==> src/rtl/pipelined_adder_if.sv <==
// Operand/result handshake bundle for pipelined_adder.
// master drives operands and out_ready; slave is the adder.
interface pipelined_adder_if #(
  parameter int WIDTH = 16
) ();
  logic             in_valid;
  logic             in_ready;
  logic [WIDTH-1:0] a;
  logic [WIDTH-1:0] b;
  logic             cin;
  logic             out_valid;
  logic             out_ready;
  logic [WIDTH-1:0] sum;
  logic             cout;
  logic             ovf;
`ifdef PIPELINED_ADDER_SUB_EN
  logic             sub;

  modport master (
    output in_valid, a, b, cin, sub, out_ready,
    input  in_ready, out_valid, sum, cout, ovf
  );
  modport slave (
    input  in_valid, a, b, cin, sub, out_ready,
    output in_ready, out_valid, sum, cout, ovf
  );
`else
  modport master (
    output in_valid, a, b, cin, out_ready,
    input  in_ready, out_valid, sum, cout, ovf
  );
  modport slave (
    input  in_valid, a, b, cin, out_ready,
    output in_ready, out_valid, sum, cout, ovf
  );
`endif
endinterface

==> src/rtl/pipelined_adder.sv <==
// STAGES-deep carry-segmented adder, WIDTH/STAGES bits per stage.
// Ports: clk, rst (sync, active-high), bus (pipelined_adder_if.slave:
// in_valid/in_ready/a/b/cin, out_valid/out_ready/sum/cout/ovf).
// Optional PIPELINED_ADDER_SUB_EN adds bus.sub (a - b - cin).
module pipelined_adder #(
  parameter int WIDTH  = 16,
  parameter int STAGES = 4
) (
  input  logic              clk,
  input  logic              rst,
  pipelined_adder_if.slave  bus
);
  localparam int CHUNK = WIDTH / STAGES;
  localparam int L     = STAGES - 1;

  // Per-stage state; stage L is the output register.
  // r_a/r_b hold effective operands (b already inverted for sub),
  // r_s holds the chunks completed so far.
  logic             r_v [STAGES];
  logic [WIDTH-1:0] r_a [STAGES];
  logic [WIDTH-1:0] r_b [STAGES];
  logic [WIDTH-1:0] r_s [STAGES];
  logic             r_c [STAGES];
  logic             r_ovf;

  // Inputs seen by each stage, and what it produces.
  logic             w_v   [STAGES];
  logic [WIDTH-1:0] w_a   [STAGES];
  logic [WIDTH-1:0] w_b   [STAGES];
  logic [WIDTH-1:0] w_s   [STAGES];
  logic             w_c   [STAGES];
  logic [CHUNK:0]   w_add [STAGES];
  logic [WIDTH-1:0] w_sn  [STAGES];
  logic             w_ovf;
  logic             w_adv;

  assign w_adv = !r_v[L] || bus.out_ready;

  always_comb begin
    w_v[0] = bus.in_valid;
    w_a[0] = bus.a;
    w_s[0] = '0;
`ifdef PIPELINED_ADDER_SUB_EN
    w_b[0] = bus.sub ? ~bus.b : bus.b;
    w_c[0] = bus.sub ? ~bus.cin : bus.cin;
`else
    w_b[0] = bus.b;
    w_c[0] = bus.cin;
`endif
    for (int k = 1; k < STAGES; k++) begin
      w_v[k] = r_v[k-1];
      w_a[k] = r_a[k-1];
      w_b[k] = r_b[k-1];
      w_s[k] = r_s[k-1];
      w_c[k] = r_c[k-1];
    end
    for (int k = 0; k < STAGES; k++) begin
      w_add[k] = {1'b0, w_a[k][k*CHUNK +: CHUNK]}
               + {1'b0, w_b[k][k*CHUNK +: CHUNK]}
               + {{CHUNK{1'b0}}, w_c[k]};
      w_sn[k]  = w_s[k];
      w_sn[k][k*CHUNK +: CHUNK] = w_add[k][CHUNK-1:0];
    end
    // Same-sign operands with a sign flip in the result.
    w_ovf = (w_a[L][WIDTH-1] == w_b[L][WIDTH-1])
         && (w_sn[L][WIDTH-1] != w_a[L][WIDTH-1]);
  end

  always_ff @(posedge clk) begin
    if (rst) begin
      for (int k = 0; k < STAGES; k++) r_v[k] <= 1'b0;
      r_s[L] <= '0;
      r_c[L] <= 1'b0;
      r_ovf  <= 1'b0;
    end else if (w_adv) begin
      for (int k = 0; k < STAGES; k++) begin
        r_v[k] <= w_v[k];
        // Output data only moves with a real beat so a
        // bubble leaves the last result on the bus.
        if (k != L || w_v[k]) begin
          r_a[k] <= w_a[k];
          r_b[k] <= w_b[k];
          r_s[k] <= w_sn[k];
          r_c[k] <= w_add[k][CHUNK];
        end
      end
      if (w_v[L]) r_ovf <= w_ovf;
    end
  end

  assign bus.in_ready  = w_adv;
  assign bus.out_valid = r_v[L];
  assign bus.sum       = r_s[L];
  assign bus.cout      = r_c[L];
  assign bus.ovf       = r_ovf;

endmodule

==> src/flat_wrapper.sv <==
// flat-port wrapper written by rule: the top's interface ports become plain ports
module pipelined_adder_flat 
#(
  parameter int WIDTH  = 16,
  parameter int STAGES = 4
)
  (clk, rst, bus_in_valid, bus_a, bus_b, bus_cin, bus_out_ready, bus_in_ready, bus_out_valid, bus_sum, bus_cout, bus_ovf);
  pipelined_adder_if #(.WIDTH(WIDTH)) bus_i ();
  input  logic clk;
  input  logic rst;
  input wire logic [$bits(bus_i.in_valid)-1:0] bus_in_valid;
  input wire logic [$bits(bus_i.a)-1:0] bus_a;
  input wire logic [$bits(bus_i.b)-1:0] bus_b;
  input wire logic [$bits(bus_i.cin)-1:0] bus_cin;
  input wire logic [$bits(bus_i.out_ready)-1:0] bus_out_ready;
  output wire logic [$bits(bus_i.in_ready)-1:0] bus_in_ready;
  output wire logic [$bits(bus_i.out_valid)-1:0] bus_out_valid;
  output wire logic [$bits(bus_i.sum)-1:0] bus_sum;
  output wire logic [$bits(bus_i.cout)-1:0] bus_cout;
  output wire logic [$bits(bus_i.ovf)-1:0] bus_ovf;
  assign bus_i.in_valid = bus_in_valid;
  assign bus_i.a = bus_a;
  assign bus_i.b = bus_b;
  assign bus_i.cin = bus_cin;
  assign bus_i.out_ready = bus_out_ready;
  assign bus_in_ready = bus_i.in_ready;
  assign bus_out_valid = bus_i.out_valid;
  assign bus_sum = bus_i.sum;
  assign bus_cout = bus_i.cout;
  assign bus_ovf = bus_i.ovf;
  pipelined_adder #(.WIDTH(WIDTH), .STAGES(STAGES)) u_core (.clk(clk), .rst(rst), .bus(bus_i));
endmodule
==> config.mk <==
export PLATFORM = sky130hd
export DESIGN_NAME = pipelined_adder_flat
export DESIGN_NICKNAME = d
export VERILOG_FILES = /design/src/rtl/pipelined_adder_if.sv /design/src/rtl/pipelined_adder.sv /design/src/flat_wrapper.sv
export SDC_FILE = /design/constraint.sdc
export NUM_CORES = 1
export LEC_CHECK = 0
export ABC_AREA = 1
export CORE_UTILIZATION = 56
export CTS_BUF_LIST = sky130_fd_sc_hd__clkbuf_4
export CTS_CLUSTER_DIAMETER = 120
export DETAILED_ROUTE_END_ITERATION = 8
export MAX_ROUTING_LAYER = met4
export PLACE_DENSITY = 0.82
export SLEW_MARGIN = 20
export SYNTH_ARGS = -nofsm -noshare
export SYNTH_HDL_FRONTEND = slang
export SYNTH_SLANG_ARGS = --single-unit
==> constraint.sdc <==
create_clock -name clk -period 3.2 [get_ports clk]
set_input_delay 0.32 -clock clk [delete_from_list [all_inputs] [get_ports clk]]
set_output_delay 0.32 -clock clk [all_outputs]
set_load 0.01 [all_outputs]
## Yosys cells after proc, flatten, opt, wreduce, memory -nomap -nowiden

Memory sizes are Yosys's and may differ from the RTL's.
Index checks and enable logic that the tools add are counted.

| storage, ports and cells | value |
|---|---|
| flip-flop bits (word level) | 1 |
| memory bits (writable) | 200 |
| input bits | 37 |
| output and inout bits | 20 |
| word-level logic and storage cells | 41 |
| memories kept | 5 |

| operators by class | value |
|---|---|
| add/subtract/negate cells | 8 |
| eq/ne operators | 2 |
| mux-type cells | 15 |
| bitwise gates (word level) | 6 |
| reductions and logical operators | 4 |

Memory list:

| memory | words | bits a word | read ports | clocked after Yosys merged registers in | write ports | RTL line | source |
|---|---|---|---|---|---|---|---|
| u_core.r_a | 4 | 16 | 3 | 0 | 4 | pipelined_adder.sv:20 | `logic [WIDTH-1:0] r_a [STAGES];` |
| u_core.r_b | 4 | 16 | 3 | 0 | 4 | pipelined_adder.sv:21 | `logic [WIDTH-1:0] r_b [STAGES];` |
| u_core.r_s | 4 | 16 | 4 | 0 | 4 | pipelined_adder.sv:22 | `logic [WIDTH-1:0] r_s [STAGES];` |
| u_core.r_c | 4 | 1 | 4 | 0 | 4 | pipelined_adder.sv:23 | `logic r_c [STAGES];` |
| u_core.r_v | 4 | 1 | 4 | 0 | 4 | pipelined_adder.sv:19 | `logic r_v [STAGES];` |

Operators by type and width:

| cell | number |
|---|---|
| 4-bit by 4-bit adder with 5-bit output | 4 |
| 5-bit by 1-bit adder with 5-bit output | 4 |
| 16-bit 2-to-1 mux | 1 |
| 1-bit 2-to-1 mux | 14 |
| 1-bit bitwise OR | 6 |
| 2-bit AND reduction | 1 |
| 1-bit equality test | 1 |
| 1-bit logical AND | 1 |
| 1-bit logical NOT | 1 |
| 1-bit logical OR | 1 |
| 1-bit != test | 1 |

## Longest topological paths before layout

An unclocked memory read counts as a cell.

| depth | value |
|---|---|
| word-level depth | 7 |
| gate-level depth with buffers | 8 |
| depth with buffers taken out | 8 |

## Worst setup path after synthesis

No wires, ideal clock.

| timing path | value |
|---|---|
| path kind | register to register |
| from | mem u_core.r_v[3][0], in the netlist u_core.r_v[0][3] |
| to | mem u_core.r_a[0][10], enable pin |
| setup time | 0.429 ns |
| data arrival time | 2.182 ns |
| required time | 2.771 ns |
| slack | 0.589 ns |
| cell stages (with the launch flop) | 4 |
| buffers on the path | 0 |
| clock period less this slack | 2.611 ns |
| path through | edfxtp_1 -> nand2_4 -> nand2_1 -> inv_1 |

RTL lines:

| what | RTL line |
|---|---|
| start, declared | pipelined_adder.sv:19 |
| end, declared | pipelined_adder.sv:20 |

==> out/results.txt <==
Top-Level Pins = 57
routed wire length = 5000 um
CP peak stage delay = 0.48 ns
slew margin rel. = 56.4%
cell mode on critical path = fa_1
die area = 0.00726 mm2
clk_lat worst skew = 0.42 ns
DP Wirelength = 3450 um
cell area power density = 556 mW/mm2
number of synthesized register bits = 97
post-synthesis cell count = 247
Clock transition at path regs = 0.14 ns
# DRC = 0
post-layout minimum cycle time = 1.91 ns
Vias/cell = 4.86
syn nets = 304
leak pwr = 1.81 nW
max-slew violation count = 0
gpl congestion = 0.780
reg-to-reg slack, setup = 1.29 ns
CP endpoint kind = register
GR Util All Layers = 16.3%
CTS Sinks = 97
Post-CTS Setup Bufs = 0
port bufs = 56
Root Driver = clkbuf_4
DR iter-0 viols = 87
global-route wire length before repair = 8510 um
cell depth of the worst flop-to-flop path = 6
Min-Delay Path Class = register to register
period utilisation layout = 59.8%
r2r endpoint = u_core.r_c[0][3]$_DFFE_PP_
Worst IR Drop VDD = 0.000350 V
Async SR Flop Fraction = 0%
Worst Path Required = 3.47 ns
Die Y-Extent = 85.2 um
CTS buffer count = 9
Layout Nets = 355
CTS Buffer Depth = 2
critical path peak fanout = 2
Area Growth Syn to Fin = 18.7%
largest net degree at the start of global routing = 64
origin of the critical flop-to-flop path = u_core.r_a[2][12]$_DFFE_PP_
post-synthesis cell type count = 20
CP arrival = 2.19 ns
final worst slack = 1.29 ns
Initial Util = 59.3%
Final TNS setup = 0 ns
final hold slack = 0.426 ns
initial antenna violation count = 0
DIE WIDTH = 85.2 um
site row count = 29
post-CTS sizing = 0
gr ovfl total = 0
CTS tree = yes
H-tree levels = 3
RSZ-0062 raised after global routing = no
run status = complete, no violations
yosys warns = 0
Core Util, Final = 70.5%
fraction of layout instances using a drive strength above 1 = 10.6%
vias in the first global route = 1928
post-DR wirelength/cell = 13.2 um
maximum capacitance violations = 0
WS Path Type = register to register
DRT Pass-1 Iters = 4
Setup Slack @ Placement = 1.09 ns
Final setup violation count = 0
Hold Fails Final Rpt = 0
Critical Path Start Type = register
mean post-synth cell area = 15.7 um2
CP Cell Sequence = inv_1 -> fa_1 -> fa_1 -> nor2_1 -> o21ai_0 -> a21oi_1
Vias = 1842
Achievable Freq = 523 MHz
Top FF cell, synth = edfxtp_1
Worst Setup EP = u_core.r_c[0][3]$_DFFE_PP_
Post-synth EDFFs = 96
worst-case clock skew = 0.0133 ns
Core ar. = 0.00653 mm2
CP startpoint = u_core.r_a[2][12]$_DFFE_PP_
Synth Cell Area = 0.00388 mm2
hold depth = 0
Routed Antenna Nets = 0
Worst-Margin Slew = 0.653 ns
Seq/Total Area, Yosys = 74.9%
fill count = 442
ant diodes = 0
CP max stage cell = fa_1
hold-fix buffers at CTS = 0
[per-layer routing]
metal | up-vias | track usage (%) | share of wire (%)
met5 | - | - | 0
met4 | 0 | 10.0 | 2.8
met3 | 11 | 2.53 | 3.1
met2 | 51 | 26.3 | 52
met1 | 860 | 19.5 | 42
li1 | 920 | - | -
[report_power, final]
part           switching (mW)  internal [mW]  total (mW)  leakage, nW
Clock                   0.375          0.400       0.776       0.0887
Sequential             0.0291           1.51        1.54        0.965
Combinational           0.121          0.118       0.240        0.752
[final cells by class]
cell class              instances  area (um2)  share of cell area (%)
clock buffers                  10        75.1                    1.63
clock inverters                 5         105                    2.28
inverters                      43         161                    3.51
multi-input cells              90         681                    14.8
flip-flops and latches         97        2900                    63.1
well taps                      77        96.3                    2.09
repair buffers                 57         581                    12.6
[how the worst min path moves through the flow]
stage | from | endpoint | slack (ns)
3_5_place_dp | u_core.r_a[0][13]$_DFFE_PP_ | u_core.r_a[1][13]$_DFFE_PP_ | 0.40
4_1_cts | bus_a[7] | u_core.r_a[0][7]$_DFFE_PP_ | 0.42
3_3_place_gp | u_core.r_a[0][15]$_DFFE_PP_ | u_core.r_a[1][15]$_DFFE_PP_ | 0.40
6_report | u_core.r_s[0][20]$_DFFE_PP_ | u_core.r_s[0][36]$_DFFE_PP_ | 0.43
2_1_floorplan | u_core.r_a[0][10]$_DFFE_PP_ | u_core.r_a[1][10]$_DFFE_PP_ | 0.40
5_1_grt | bus_b[9] | u_core.r_b[0][9]$_DFFE_PP_ | 0.42
[logic make-up (layout without fill, tap and decap cells)]
kind of cell | count (synthesis) | after routing | share of synthesized area [%]
AOI/OAI and AO/OA | 12 | 12 | 1.55
xor gates and xnor gates | 6 | 6 | 1.36
adders and majority gates | 20 | 20 | 8.00
buffers and inverters | 60 | 115 | 7.55
DFF | 97 | 97 | 74.9
and+or+nand+nor | 52 | 52 | 6.65
[metrics by stage]
step                std cells  total power [mW]  cell area [um2]
CTS                       379              2.58             4600
detailed placement        364              1.81             4420
global route              379              2.66             4600
global placement          364              1.79             4420
finish                    379              2.56             4600
floorplan                 247              1.71             3880
[worst max-delay path, delay by kind of cell, from the launching register on]
| family | cells | cell delay, ns |
|---|---|---|
| adders and majority gates | 2 | 0.96 |
| DFF | 1 | 0.37 |
| AOI/OAI and AO/OA | 2 | 0.22 |
| and+or+nand+nor | 1 | 0.16 |
| buffers and inverters | 1 | 0.06 |
[sequential cells by signal, indices dropped and copies added (netlist names)]
signal	flops
u_core.r_s	40
u_core.r_a	24
u_core.r_b	24
u_core.r_c	4
u_core.r_v	4
u_core.bus.ovf	1
[synthesized netlist by cell type, types with 3 or more instances]
master	n	area, um2
a21oi_1	8	40.0
buf_4	16	120
edfxtp_1	96	2880
fa_1	8	160
ha_1	12	150
inv_1	40	150
inv_2	3	11.3
nand2_1	17	63.8
nand3_1	8	40.0
nor2_1	13	48.8
nor2_2	10	62.6
o21ai_0	4	20.0
xnor2_1	3	26.3
xor2_1	3	26.3
[layout by cell type (no fill, tap or decap)]
cell             Yosys  layout
a21oi_1              8       8
xnor2_1              3       3
nand3_4              1       1
nor2_2              10      10
o21ai_0              4       4
fa_1                 8       8
clkbuf_4             0      10
nand2_1             17      17
xor2_1               3       3
nand2_4              1       1
inv_2                3       4
dfxtp_1              1       1
edfxtp_1            96      96
ha_1                12      12
clkinvlp_4           0       2
nand3_1              8       8
buf_12               0       1
nand3b_1             1       1
clkdlybuf4s50_1      0      56
bufinv_16            0       3
inv_1               40      39
nor2_1              13      13
or2_1                1       1
Power figures use the tool's default switching activity.
